## src/rtl/top.sv

```systemverilog
// Message sequencer: synchronizes a next-message button and an abort line, then steps
// through a slot index with a clear strobe, a timed enable window and a free-running divided clock.
module top #(
  parameter int unsigned CLK_DIV    = 4,
  parameter int unsigned NUM_MSGS   = 10,
  parameter int unsigned CLR_CYCLES = 2,
  parameter int unsigned MSG_LEN    = 16,
  parameter logic [15:0] TYPE_MASK  = 16'hAAAA
) (
  input  logic       clk,
  input  logic       rst,
  input  logic       next_msg,
  input  logic       signal,
  output logic       cclr_neg,
  output logic       clk_out,
  output logic       msg_enable,
  output logic       msg_type,
  output logic [3:0] num
);

  localparam int unsigned DIV_W = 8;
  localparam int unsigned CNT_W = 16;
  localparam int unsigned NUM_W = 4;

  localparam logic [DIV_W-1:0] DIV_LAST  = DIV_W'(CLK_DIV - 1);
  localparam logic [NUM_W-1:0] NUM_LAST  = NUM_W'(NUM_MSGS - 1);
  localparam logic [CNT_W-1:0] CLR_LOAD  = CNT_W'(CLR_CYCLES - 1);
  localparam logic [CNT_W-1:0] SEND_LOAD = CNT_W'(MSG_LEN - 1);

  typedef enum logic [1:0] {
    IDLE  = 2'd0,
    CLEAR = 2'd1,
    SEND  = 2'd2
  } state_t;

  state_t           r_state;
  state_t           w_state_nxt;
  logic [CNT_W-1:0] r_cnt;
  logic [CNT_W-1:0] w_cnt_nxt;
  logic [DIV_W-1:0] r_div;
  logic [2:0]       r_nm_sync;
  logic [2:0]       r_sig_sync;
  logic [1:0]       r_rel;
  logic             r_nm_arm;
  logic             r_sig_arm;
  logic             w_nm_rise;
  logic             w_sig_rise;
  logic             w_cnt_zero;
  logic [NUM_W-1:0] w_num_inc;
  logic [NUM_W-1:0] w_num_nxt;
  logic             w_type_nxt;
  logic             w_cclr_nxt;
  logic             w_en_nxt;

  // Two-flop synchronizers plus a history flop; an edge is only honoured once the
  // synchronized line has been seen low after reset, so a level held through reset is ignored.
  always_ff @(posedge clk or negedge rst) begin
    if (!rst) begin
      r_nm_sync  <= '0;
      r_sig_sync <= '0;
      r_rel      <= '0;
      r_nm_arm   <= 1'b0;
      r_sig_arm  <= 1'b0;
    end else begin
      r_nm_sync  <= {r_nm_sync[1:0], next_msg};
      r_sig_sync <= {r_sig_sync[1:0], signal};
      r_rel      <= {r_rel[0], 1'b1};
      r_nm_arm   <= r_nm_arm  | (r_rel[1] & ~r_nm_sync[1]);
      r_sig_arm  <= r_sig_arm | (r_rel[1] & ~r_sig_sync[1]);
    end
  end

  assign w_nm_rise  = r_nm_sync[1]  & ~r_nm_sync[2]  & r_nm_arm;
  assign w_sig_rise = r_sig_sync[1] & ~r_sig_sync[2] & r_sig_arm;
  assign w_cnt_zero = (r_cnt == '0);
  assign w_num_inc  = (num == NUM_LAST) ? '0 : num + NUM_W'(1);

  // Free-running clock divider, unaffected by the sequencer.
  always_ff @(posedge clk or negedge rst) begin
    if (!rst) begin
      r_div   <= '0;
      clk_out <= 1'b0;
    end else if (r_div == DIV_LAST) begin
      r_div   <= '0;
      clk_out <= ~clk_out;
    end else begin
      r_div   <= r_div + DIV_W'(1);
    end
  end

  // State and registered outputs.
  always_ff @(posedge clk or negedge rst) begin
    if (!rst) begin
      r_state    <= IDLE;
      r_cnt      <= '0;
      num        <= '0;
      msg_type   <= TYPE_MASK[0];
      cclr_neg   <= 1'b1;
      msg_enable <= 1'b0;
    end else begin
      r_state    <= w_state_nxt;
      r_cnt      <= w_cnt_nxt;
      num        <= w_num_nxt;
      msg_type   <= w_type_nxt;
      cclr_neg   <= w_cclr_nxt;
      msg_enable <= w_en_nxt;
    end
  end

  always_comb begin
    w_state_nxt = r_state;
    case (r_state)
      IDLE:    if (w_nm_rise)                w_state_nxt = CLEAR;
      CLEAR:   if (w_cnt_zero)               w_state_nxt = SEND;
      SEND:    if (w_sig_rise || w_cnt_zero) w_state_nxt = IDLE;
      default:                               w_state_nxt = IDLE;
    endcase
  end

  // An abort edge coinciding with window expiry takes the same single exit.
  always_comb begin
    w_cnt_nxt  = r_cnt;
    w_num_nxt  = num;
    w_type_nxt = msg_type;
    w_cclr_nxt = cclr_neg;
    w_en_nxt   = msg_enable;
    case (r_state)
      IDLE: begin
        if (w_nm_rise) begin
          w_num_nxt  = w_num_inc;
          w_type_nxt = TYPE_MASK[w_num_inc];
          w_cclr_nxt = 1'b0;
          w_cnt_nxt  = CLR_LOAD;
        end
      end
      CLEAR: begin
        if (w_cnt_zero) begin
          w_cclr_nxt = 1'b1;
          w_en_nxt   = 1'b1;
          w_cnt_nxt  = SEND_LOAD;
        end else begin
          w_cnt_nxt  = r_cnt - CNT_W'(1);
        end
      end
      SEND: begin
        if (w_sig_rise || w_cnt_zero) begin
          w_en_nxt  = 1'b0;
        end else begin
          w_cnt_nxt = r_cnt - CNT_W'(1);
        end
      end
      default: begin
        w_cclr_nxt = 1'b1;
        w_en_nxt   = 1'b0;
      end
    endcase
  end

endmodule

```

## config.mk

```make
export PLATFORM = sky130hd
export DESIGN_NAME = top
export DESIGN_NICKNAME = d
export VERILOG_FILES = /design/src/rtl/top.sv
export SDC_FILE = /design/constraint.sdc
export NUM_CORES = 1
export LEC_CHECK = 0
export BUFFER_PORTS_ARGS = -buffer_cell sky130_fd_sc_hd__buf_2
export CAP_MARGIN = 20
export CORE_UTILIZATION = 50
export DETAILED_ROUTE_END_ITERATION = 7
export MAX_ROUTING_LAYER = met4
export PLACE_DENSITY_LB_ADDON = 0.15
export SLEW_MARGIN = 20
export SYNTH_ARGS = -nofsm -noshare
export SYNTH_HDL_FRONTEND = slang
export SYNTH_SLANG_ARGS = --single-unit
```

## constraint.sdc

```tcl
create_clock -name clk -period 2.2 [get_ports clk]
set_clock_uncertainty 0.2 [all_clocks]
set_input_delay 0.22 -clock clk [delete_from_list [all_inputs] [get_ports clk]]
set_output_delay 0.22 -clock clk [all_outputs]
set_load 0.03 [all_outputs]
```

[Word level (Yosys, flattened, before mapping)]
Memory sizes are Yosys's and may differ from the RTL's. A register that Yosys moved wholly into a read port is not among the register bits.
Index checks and enable logic that the tools add are counted.
Word-level totals
  bits in registers: 43
  ROM bits: 16
  word-level logic and storage cells: 64
  memories kept: 1
  input port bits: 4
Memory list
  (name not given): depth 16, bits a word 1, read ports 1, clocked after memory_dff 1, write ports 0, RTL line 131  | w_type_nxt = TYPE_MASK[w_num_inc];
Operators by class
  add/subtract/negate cells: 3
  bitwise gates (word level): 15
  reduce and logical (&&, ||, !) cells: 10
  equality and inequality tests: 8
  mux-type cells: 15
Operators with widths (count)
  $mux W16: 3
  $pmux W16 S3: 1
  $logic_not A16 Y1: 1
  $sub A16 B1 Y16 const B: 1
  $reduce_and A3 Y1: 4
  $add A8 B1 Y8 const B: 1
  $eq A8 B2 Y1 const B: 1
  $mux W8: 1
  $ne A2 B2 Y1 const B: 4
  $not A1 Y1: 7
  $and A1 B1 Y1: 6
  $mux W2: 3
  $pmux W1 S3: 2
  $pmux W2 S3: 1
  $add A4 B1 Y4 const B: 1
  $eq A4 B4 Y1 const B: 1
  $mux W4: 1
  $mux W1: 3
  $reduce_bool A3 Y1: 1
  $eq A2 B1 Y1 const B: 1
  $eq A2 B2 Y1 const B: 1
  $logic_not A2 Y1: 1
  $or A1 B1 Y1: 2
  $reduce_and A2 Y1: 1
  other kinds (2): 2

[Longest topological paths before layout]
Gate-level depths: netlist of the first run.
  word-level depth: 6
  gate-level depth with buffers: 8
  mapped depth without buffers: 7

[Worst setup path after synthesis of the first run]
OpenSTA, ideal clock, no wires.
  kind: register to register
  start: register r_cnt[0]
  end: register r_state[0]
  cell stages (with the launch flop): 8
  library setup time: 0.128 ns
  required time: 1.872 ns
  setup slack: -0.044 ns
  data arrival time: 1.916 ns
  cell sequence: dfrtp_1 inv_1 ha_1 nor3b_1 nand4_1 nor2_1 a2bb2oi_2 mux2_1
On the way
  longest elaborated chain between the ends: 4
Ends and longest elaborated chain
  from (decl): RTL line 38  | logic [CNT_W-1:0] r_cnt;
  from (signal assigned): RTL line 102  | r_cnt <= w_cnt_nxt;
  $logic_not A16 Y1 *: RTL line 75  | assign w_cnt_zero = (r_cnt == '0);
  $logic_or A1 B1 Y1: RTL line 115  | SEND: if (w_sig_rise || w_cnt_zero) w_state_nxt = IDLE;
  $ne A2 B2 Y1 (no source line)
  $reduce_and A3 Y1 (no source line) *
  to (signal assigned): RTL line 101  | r_state <= w_state_nxt;
  to (decl): RTL line 36  | state_t r_state;
Mark *: on every way between the ends. The rest lies on a longest branch, timed or not.
A chain may end at the register's enable or synchronous reset.

[Worst setup path in the final report of the first run]
  start: register r_state[1]
  end: register r_cnt[13]
On the way
  longest elaborated chain between the ends: 3
Ends and longest elaborated chain
  $eq A2 B2 Y1, or another cell as far along: RTL line 127  | case (r_state)
  $ne A2 B2 Y1 (no source line) or $reduce_bool A3 Y1 (tied branches)
  $reduce_and A3 Y1 (no source line)
Parallel ways exist; a longest one is shown, timed or not.

==> results of run 1 <==
[worst max path at each step]
stage,to,slack (ns),cells after the start
finish,r_cnt[13],0.04,7
global route,r_cnt[13],-0.11,7
CTS,r_cnt[14],0.04,7
detailed placement,r_cnt[14],0.01,7
global placement,r_state[0],0.1,4
floorplan,r_cnt[14],0.01,7
[metal layers]
layer / part of all wire, % / up-vias / track usage (%)
li1: - / 853 / -
met1: 46 / 871 / 29.28
met2: 48 / 46 / 36.64
met3: 3.9 / 11 / 4.333
met4: 2.1 / 0 / 13.02
met5: 0 / - / -
[sequential cells by signal, summed over array words and instances (netlist names)]
signal / cells
r_sig_sync: 3
r_state: 2
num: 4
r_nm_sync: 3
r_sig_arm: 1
cclr_neg: 1
r_rel: 2
r_nm_arm: 1
r_cnt: 16
r_div: 8
msg_enable: 1
clk_out: 1
[power by group through the flow]
stage	logic [uW]	clock network, uW	registers (uW)
3_5_place_dp	2320	0	1170
6_report	2620	659	1160
4_1_cts	2390	677	1150
2_1_floorplan	1480	0	1240
3_3_place_gp	2290	0	1150
5_1_grt	2840	705	1190
[through the flow]
stage | hold WS (ns) | TNS, ns | utilization, %
6_report | 0.1549 | 0 | 66.28
4_1_cts | 0.1572 | 0 | 64.27
3_5_place_dp | 0.1264 | 0 | 60.05
3_3_place_gp | 0.1135 | 0 | 60.05
2_1_floorplan | -0.2756 | 0 | -
5_1_grt | 0.1752 | -0.5093 | 66.28
[area by class of cell]
type                    count  area (um2)
fillers                   312        1388
multi-input cells         152        1122
flip-flops and latches     43        1077
repair buffers             43       306.5
clock buffers               6       82.58
well taps                  50       62.56
clock inverters             2       38.79
inverters                  10       37.54
[kinds of logic (layout without fill, tap and decap cells)]
logic type | after synthesis | after routing | synth area share (%)
compound gates | 55 | 55 | 18.12
flops | 43 | 43 | 49.06
mux | 2 | 2 | 1.026
xor+xnor | 10 | 10 | 3.989
buf+inv | 15 | 61 | 3.304
fa+ha+maj | 7 | 7 | 3.988
other cells | 1 | 1 | 0.1708
simple gates | 77 | 77 | 20.34
[cell usage in the layout, fill, tap and decap left out, types with 2 or more instances in the layout]
master / instances
mux2_4: 2
o21ai_2: 3
clkbuf_8: 6
ha_1: 5
nor3_1: 6
o21ai_0: 4
a31oi_1: 8
a21o_1: 6
and3_1: 4
nand2_1: 14
nand3_1: 10
nor2_1: 16
ha_4: 2
nand3b_1: 2
inv_1: 10
a21oi_1: 12
dfrtp_1: 42
dlygate4sd3_1: 3
nor2b_1: 2
buf_2: 11
buf_4: 28
nand4_1: 2
xnor2_1: 7
o21ai_1: 5
a22o_1: 3
or3_1: 5
xor2_1: 3
[what timing repair did]
action,in CTS,in global routing
endpoints found under the hold margin,44,0
pin swaps,0,9
setup endpoints to repair,1,14
hold buffers,3,0
gates resized for setup,0,13
buffers inserted,3,2
==> flow_results.org, run 1 <==
** Run status
- The run finished with clean final reports.

** Route
- Vias per cell :: 5.820
- In the routed design, unresolved DRC markers number 0.
- The final layout contains routed wiring with a total length of 4723 um.
- The detailed router placed 1781 vias in this run.
- In this run the remaining antenna-violating nets after routing total 0.
- DRC violation total after the first TritonRoute iteration :: between 100 and 150
- Detail-routed net length per standard cell :: 15.43 um
- Before antenna repair, the detailed router went through 4 iterations.

** Min path
- Worst Hold Path EP :: r_sig_sync[1]
- Worst hold path cell count :: 0
- Class of the worst hold path :: register to register
- The startpoint identified for the worst hold timing path is r_sig_sync[0].

** Floorplan
- Initial cell density of the core :: 53.36%
- For this design the top-level I/O count stands at 12.
- After floorplanning, the core was divided into 23 placement rows.
- The floorplan step set the die width to 68.27 um.
- Die Area :: between 0.004 and 0.005 mm2
- The region available for standard cell placement spans 0.004115 mm2.
- Measured along the y axis, the die boundary spans 68.27 um.

** Placed design
- Number of port buffers :: 11
- Routability-driven placement finished with a final weighted congestion of 0.9239.
- Post-place instance area :: ~0.0025 mm2
- Post-Place Worst Slack :: 0.01053 ns
- Instance count after placement with tap cells included :: 290
- Detailed placement ended at an HPWL of around 3200 um.

** Synth
- Post-synthesis cell count :: 210
- Dominant synthesized flop cell :: dfrtp_1
- The share of the Yosys chip area taken by registers is 49.06%.
- Yosys printed 0 warnings.
- The average instance in the mapped netlist occupies ~10 um2.
- dfrtp_1 takes more of the synthesized area than any other cell.
- The synthesized netlist contains 55 unique library cells.
- Top-area cell type share of the netlist area :: 47.86%
- Among all cell types in the netlist, the one instantiated most often is dfrtp_1.
- Fraction of registers with async set or reset after synthesis :: 100.0%
- Synthesis produced a netlist with a net count of 221.
- Synth top cells by count :: dfrtp_1 (42), nor2_1 (17), nand2_1 (14)
- Dominant cells by area after synthesis :: dfrtp_1 (48%), ha_1 (4.0%), nor2_1 (2.9%)
- Counting flops and latches in the post-synthesis netlist gives 43.
- Total standard cell area after synthesis :: 0.002196 mm2
- The synthesized design contains 0 enable-type register cells.

** STA
- The final critical path takes up 98.06% of the cycle.
- Once routing completed, OpenROAD measured the worst setup slack at 0.04258 ns.
- Total count of hold-check failures in the final report :: 0
- Tightest slew margin relative to the limit :: 65.47%
- Minimum clock period :: 2.157 ns
- Highest Clock Rate :: between 0.4 and 0.5 GHz
- Setup repair after global routing could not meet its margin everywhere.
- Slew at the pin closest to its max-slew limit :: 0.5179 ns
- Setup violations remaining at the end of the flow were counted as 0.
- The number of slew-limit violations in the final report came to 0.

** Critical path
- The endpoint identified for the worst register-to-register timing path is r_cnt[13].
- Arr. time, crit path :: between 2 and 2.5 ns
- CP delay by family, top :: compound AO/OA/AOI/OAI gates
- STA classifies the critical path startpoint as a register.
- The startpoint identified for the worst register-to-register timing path is r_state[1].
- Endpoint class of the critical path :: register
- The critical path in this run is classified as register to register.
- In this run the worst path has a maximum fanout of 6.
- Biggest cell delay along the critical path :: 0.39 ns
- Tracing the worst setup path back leads to its startpoint at r_state[1].
- The setup check on the worst reg-to-reg path leaves a slack of 0.04 ns.
- The slowest stage of the critical path belongs to the cell dfrtp_1.
- Critical-path cell list :: buf_6 -> ha_4 -> and4b_4 -> a2111oi_4 -> a21boi_4 -> a31oi_1 -> a31oi_1
- Together, buffers and inverters on the worst path number 1.
- R2R cell count :: 7
- STA puts the critical path data required time at 2.23 ns.
- Top cell by count, worst path :: a31oi_1

** Clocking
- Worst skew pair latency :: 0.31 ns
- CTS tree :: built
- Clock tree synthesis found a total of 43 sinks.
- No sink is reached through more buffers than the 2 on the longest clock path.
- Number of buffers created by CTS :: 5
- Worst-path clk slew :: 0.08 ns
- Root buffer cell :: clkbuf_8
- H-tree depth :: 2

** Pwr
- Of the total power, combinational logic draws roughly 60%.
- Sw Pwr :: about 1900 uW
- Internal :: approximately 2500 uW
- Per report_power, the clock group accounts for 14.8% of the total.
- Max IR drop VDD :: 666.6 uV
- Overall Power :: 4442 uW
- Power Dens Cells :: 1629 mW/mm2
- The share of total power dissipated in sequential elements is 26.2%.
- Summed over all cells, the static leakage comes to 0.001249 uW.
- Of the total power, the share spent switching nets is approximately 43%.

** Layout
- Fin nets :: 266
- The post-route netlist has 28.52% of its cells at a drive strength greater than 1.
- 0 antenna diodes ended up in the layout.
- Synthesis-to-finish area growth :: 24.22%
- Post-layout instance area :: 0.002728 mm2
- Final cell count without fillers :: between 300 and 400

** Global routing
- The first global-routing pass estimated 7872 um of wire.
- Gr ovfl total :: 0
- Global routing usage summed across all routing layers :: 23.74%
- The via count of the first global-routing pass is 1764.
- Entering global routing, the biggest net connects 44 pins.
- Number of antenna violations at the first check in global routing :: 0

** Job
- Across the run, the number of max-cap violations was 0.
Note: power is estimated with default switching activity, not from simulation.
==> run 2, diff against run 1 <==
--- a/config.mk
+++ b/config.mk
@@ -7,6 +7,7 @@
 export LEC_CHECK = 0
 export BUFFER_PORTS_ARGS = -buffer_cell sky130_fd_sc_hd__buf_2
 export CAP_MARGIN = 20
+export CORE_MARGIN = 1
 export CORE_UTILIZATION = 50
 export DETAILED_ROUTE_END_ITERATION = 7
 export MAX_ROUTING_LAYER = met4
==> constraint.sdc (replaced) <==
create_clock -name clk -period 2.8 [get_ports clk]
set_clock_uncertainty 0.2 [all_clocks]
set_input_delay 0.28 -clock clk [delete_from_list [all_inputs] [get_ports clk]]
set_output_delay 0.28 -clock clk [all_outputs]
set_load 0.03 [all_outputs]
==> run 2 against run 1 <==
Worst setup slack better by 0.23 ns. First-iteration DRC count is 24% lower. Via count is 7.6% lower. Final cell count is 8.8% lower. Sequential cell count stayed put. Utilization is 7.2 points lower. Worst hold slack hardly changed. Sequential power is 20% lower. Clock-buffer cell count stayed put. Final area is 11% lower. Critical path type unchanged. Highest routed layer unchanged. Die area stayed put.
==> flow_results.org, run 2 (synthesis gave the netlist of run 1 again) <==
** Global routing
- The first global-routing pass estimated 6996 um of wire.
- The initial antenna violation count is 0.
- Gr ovfl total :: 0
- Pin count of the biggest net entering global routing :: 44
- The via count of the first global-routing pass was 1609.
- Across every metal layer, demand over resource in global routing totals 21.02%.

** Placed design
- Final RePlAce weighted congestion :: between 0.8 and 0.9
- Detailed placement ended at an HPWL of ~3000 um.
- The count of buffers added on input and output ports is 11.

** Layout
- Registers with the most flip-flops :: r_cnt: 16 flops, r_div: 8 flops, num: 4 flops
- Leading cell types in the layout, fill and taps excluded :: dfrtp_1 (42), nor2_1 (17), nand2_1 (14), a21oi_1 (12), buf_2 (11)
- Reg with most FFs :: r_cnt
- Of the cells placed in the final design, the portion with a size suffix greater than 1 is 16.16%.
- Most common cell after layout, fill and taps aside :: dfrtp_1
- Flip-flop count of the largest register, all copies and words added :: 16
- Compared with the post-synthesis result, the final layout area differs by 10.77%.
- Counting the fill cells in the layout gives 368.
- Antenna diode count :: 0
- Fin nets :: 239

** Route
- In the routed design, unresolved DRC markers number 0.
- In this run the remaining antenna-violating nets after routing total 0.
- Using the TritonRoute via totals, the vias-per-cell ratio works out to 5.900.
- For this block, the routed nets add up to between 4000 and 5000 um of wire.
- Total vias in the final route :: 1646
- The first detailed-routing pass ran for 4 iterations.
- After the first detailed-routing iteration, the DRC count stood at 106.
- Detail-routed net length per standard cell :: 15.02 um

** Pwr
- Leakage power total :: 0.001084 uW
- Power Dens Cells :: 1192 mW/mm2
- The design draws 2899 uW.
- Max IR drop VDD :: 580.4 uV

** Critical path
- For this run, the slowest stage of the critical path takes 0.51 ns.
- Of all nets on the critical path, the largest fanout is 10.
- STA classifies the critical path startpoint as a register.
- By startpoint and endpoint, the worst setup path is classified as register to register.
- Data required time at the worst endpoint :: between 2 and 3 ns
- The signal on the critical path passes through inv_1 -> ha_1 -> o21ai_1 -> a2111oi_4 -> a21boi_4 -> a41oi_1 -> a31oi_1.
- On the critical path, the stage with the largest delay is an instance of a2111oi_4.
- Arr. time, crit path :: 2.55 ns
- Endpoint class of the critical path :: register

** Clocking
- CTS sink cnt :: 43
- The clock passes through at most 2 buffers.
- Root buffer cell :: clkbuf_8
- Total setup buffers inserted after CTS :: 0
- In this run the number of H-tree levels came out at 2.
- Worst skew pair latency :: 0.31 ns
- TritonCTS created 5 clock buffers.
- After clock tree synthesis, the clock-pin slew on the worst setup and hold paths is 0.08 ns.
- TritonCTS built the clock tree.

** Floorplan
- The floorplan step set the die width to 68.27 um.
- The die covers 0.004661 mm2.
- Once the floorplan was initialized, standard cells occupied a little over half of the core.
- Pin placement for this block handled 12 I/O pins.
- The core region is 0.004115 mm2.
- Number of cell rows :: 23
- Die boundary height :: around 68 um

** STA
- Setup violations remaining at the end of the flow were counted as 0.
- After layout, the minimum clock period comes to 2.528 ns.
- Setup repair after global routing left no endpoint under its margin.
- In this run the tightest slew margin relative to its limit is about two fifths.
- Summed over all failing endpoints, the final setup total negative slack is 0 ns.
- Total count of hold-check failures in the final report :: 0
- The number of slew-limit violations in the final report was 0.
- Based on the critical path, the design can be clocked at up to a little under 0.4 GHz.
- Dividing the final minimum period by the clock period gives 90.29%.
- Slew at the pin closest to its max-slew limit :: 0.8976 ns

** Run status
- The flow ran to the end, and the final reports show no timing, DRC or antenna violations.

** Min path
- Class of the worst hold path :: register to register

** Job
- Max-capacitance violation count :: 0
[run 2: changes by cell type in the layout (fill, tap and decap cells not counted), sizes merged]
cell	previous run	this run
buf	40	13
bufinv	1	0
clkinv	0	1
clkinvlp	0	1
inv	11	10
[run 2: path summary, 6_finish.rpt]
path	slack (ns)	endpoint	cells past startpoint	start
setup / recovery	0.27	r_cnt[14]	7	r_state[1]
hold / removal	0.16	r_sig_sync[1]	0	r_sig_sync[0]
setup reg to reg	0.27	r_cnt[14]	7	r_state[1]
hold reg to reg	0.16	r_sig_sync[1]	0	r_sig_sync[0]
max in group asynchronous	1.40	r_state[1]	2	rst
min in group asynchronous	0.43	r_cnt[8]	2	rst
[run 2: worst max-delay path, delay by kind of cell, from the launching register on]
family          cells  cell delay [ns]
compound gates      5             1.38
fa+ha+maj           1             0.34
buf+inv             1             0.11
flops               1             0.41
[run 2: area by class of cell]
cell class	instances	area [um2]	share of cell area, %
multi-input combinational	152	1056	43.42
sequential	43	1077	44.29
clock buffer	6	82.58	3.395
tap	50	62.56	2.572
inverter	10	37.54	1.543
timing repair buffer	16	100.1	4.115
clock inverter	2	16.27	0.6687
[run 2: layer usage]
metal	share of wire, %	GRT usage, %	routed length [um]	up-vias
li1	-	-	-	797
met5	0	-	0	-
met3	3.8	5.333	158	9
met2	48	33.95	2028	38
met4	1.3	8.333	54	0
met1	47	24.97	1950	802
[run 2: power breakdown]
group | internal (uW) | switching [uW] | leakage [uW]
clock | 201 | 229 | 0.0000474
sequential | 765 | 161 | 0.000543
combinational | 593 | 950 | 0.000493
total | 1560 | 1340 | 0.00108
[run 2: what timing repair did]
action	in CTS	in global routing
hold endpoints to repair	44	0
resized for setup	0	2
hold buffers	3	0
endpoints found under the setup margin	0	2
[run 2: stage by stage]
step / instances / cell area, um2 / util, % / hold WS [ns] / worst slack (ns)
2_1_floorplan: 210 / 2196 / - / -0.2156 / 0.5563
3_3_place_gp: 268 / 2293 / 55.73 / 0.1328 / 0.3364
3_5_place_dp: 268 / 2293 / 55.73 / 0.1363 / 0.1525
4_1_cts: 279 / 2422 / 58.86 / 0.1557 / 0.1468
5_1_grt: 279 / 2432 / 59.11 / 0.1636 / 0.03174
6_report: 279 / 2432 / 59.11 / 0.1554 / 0.2720
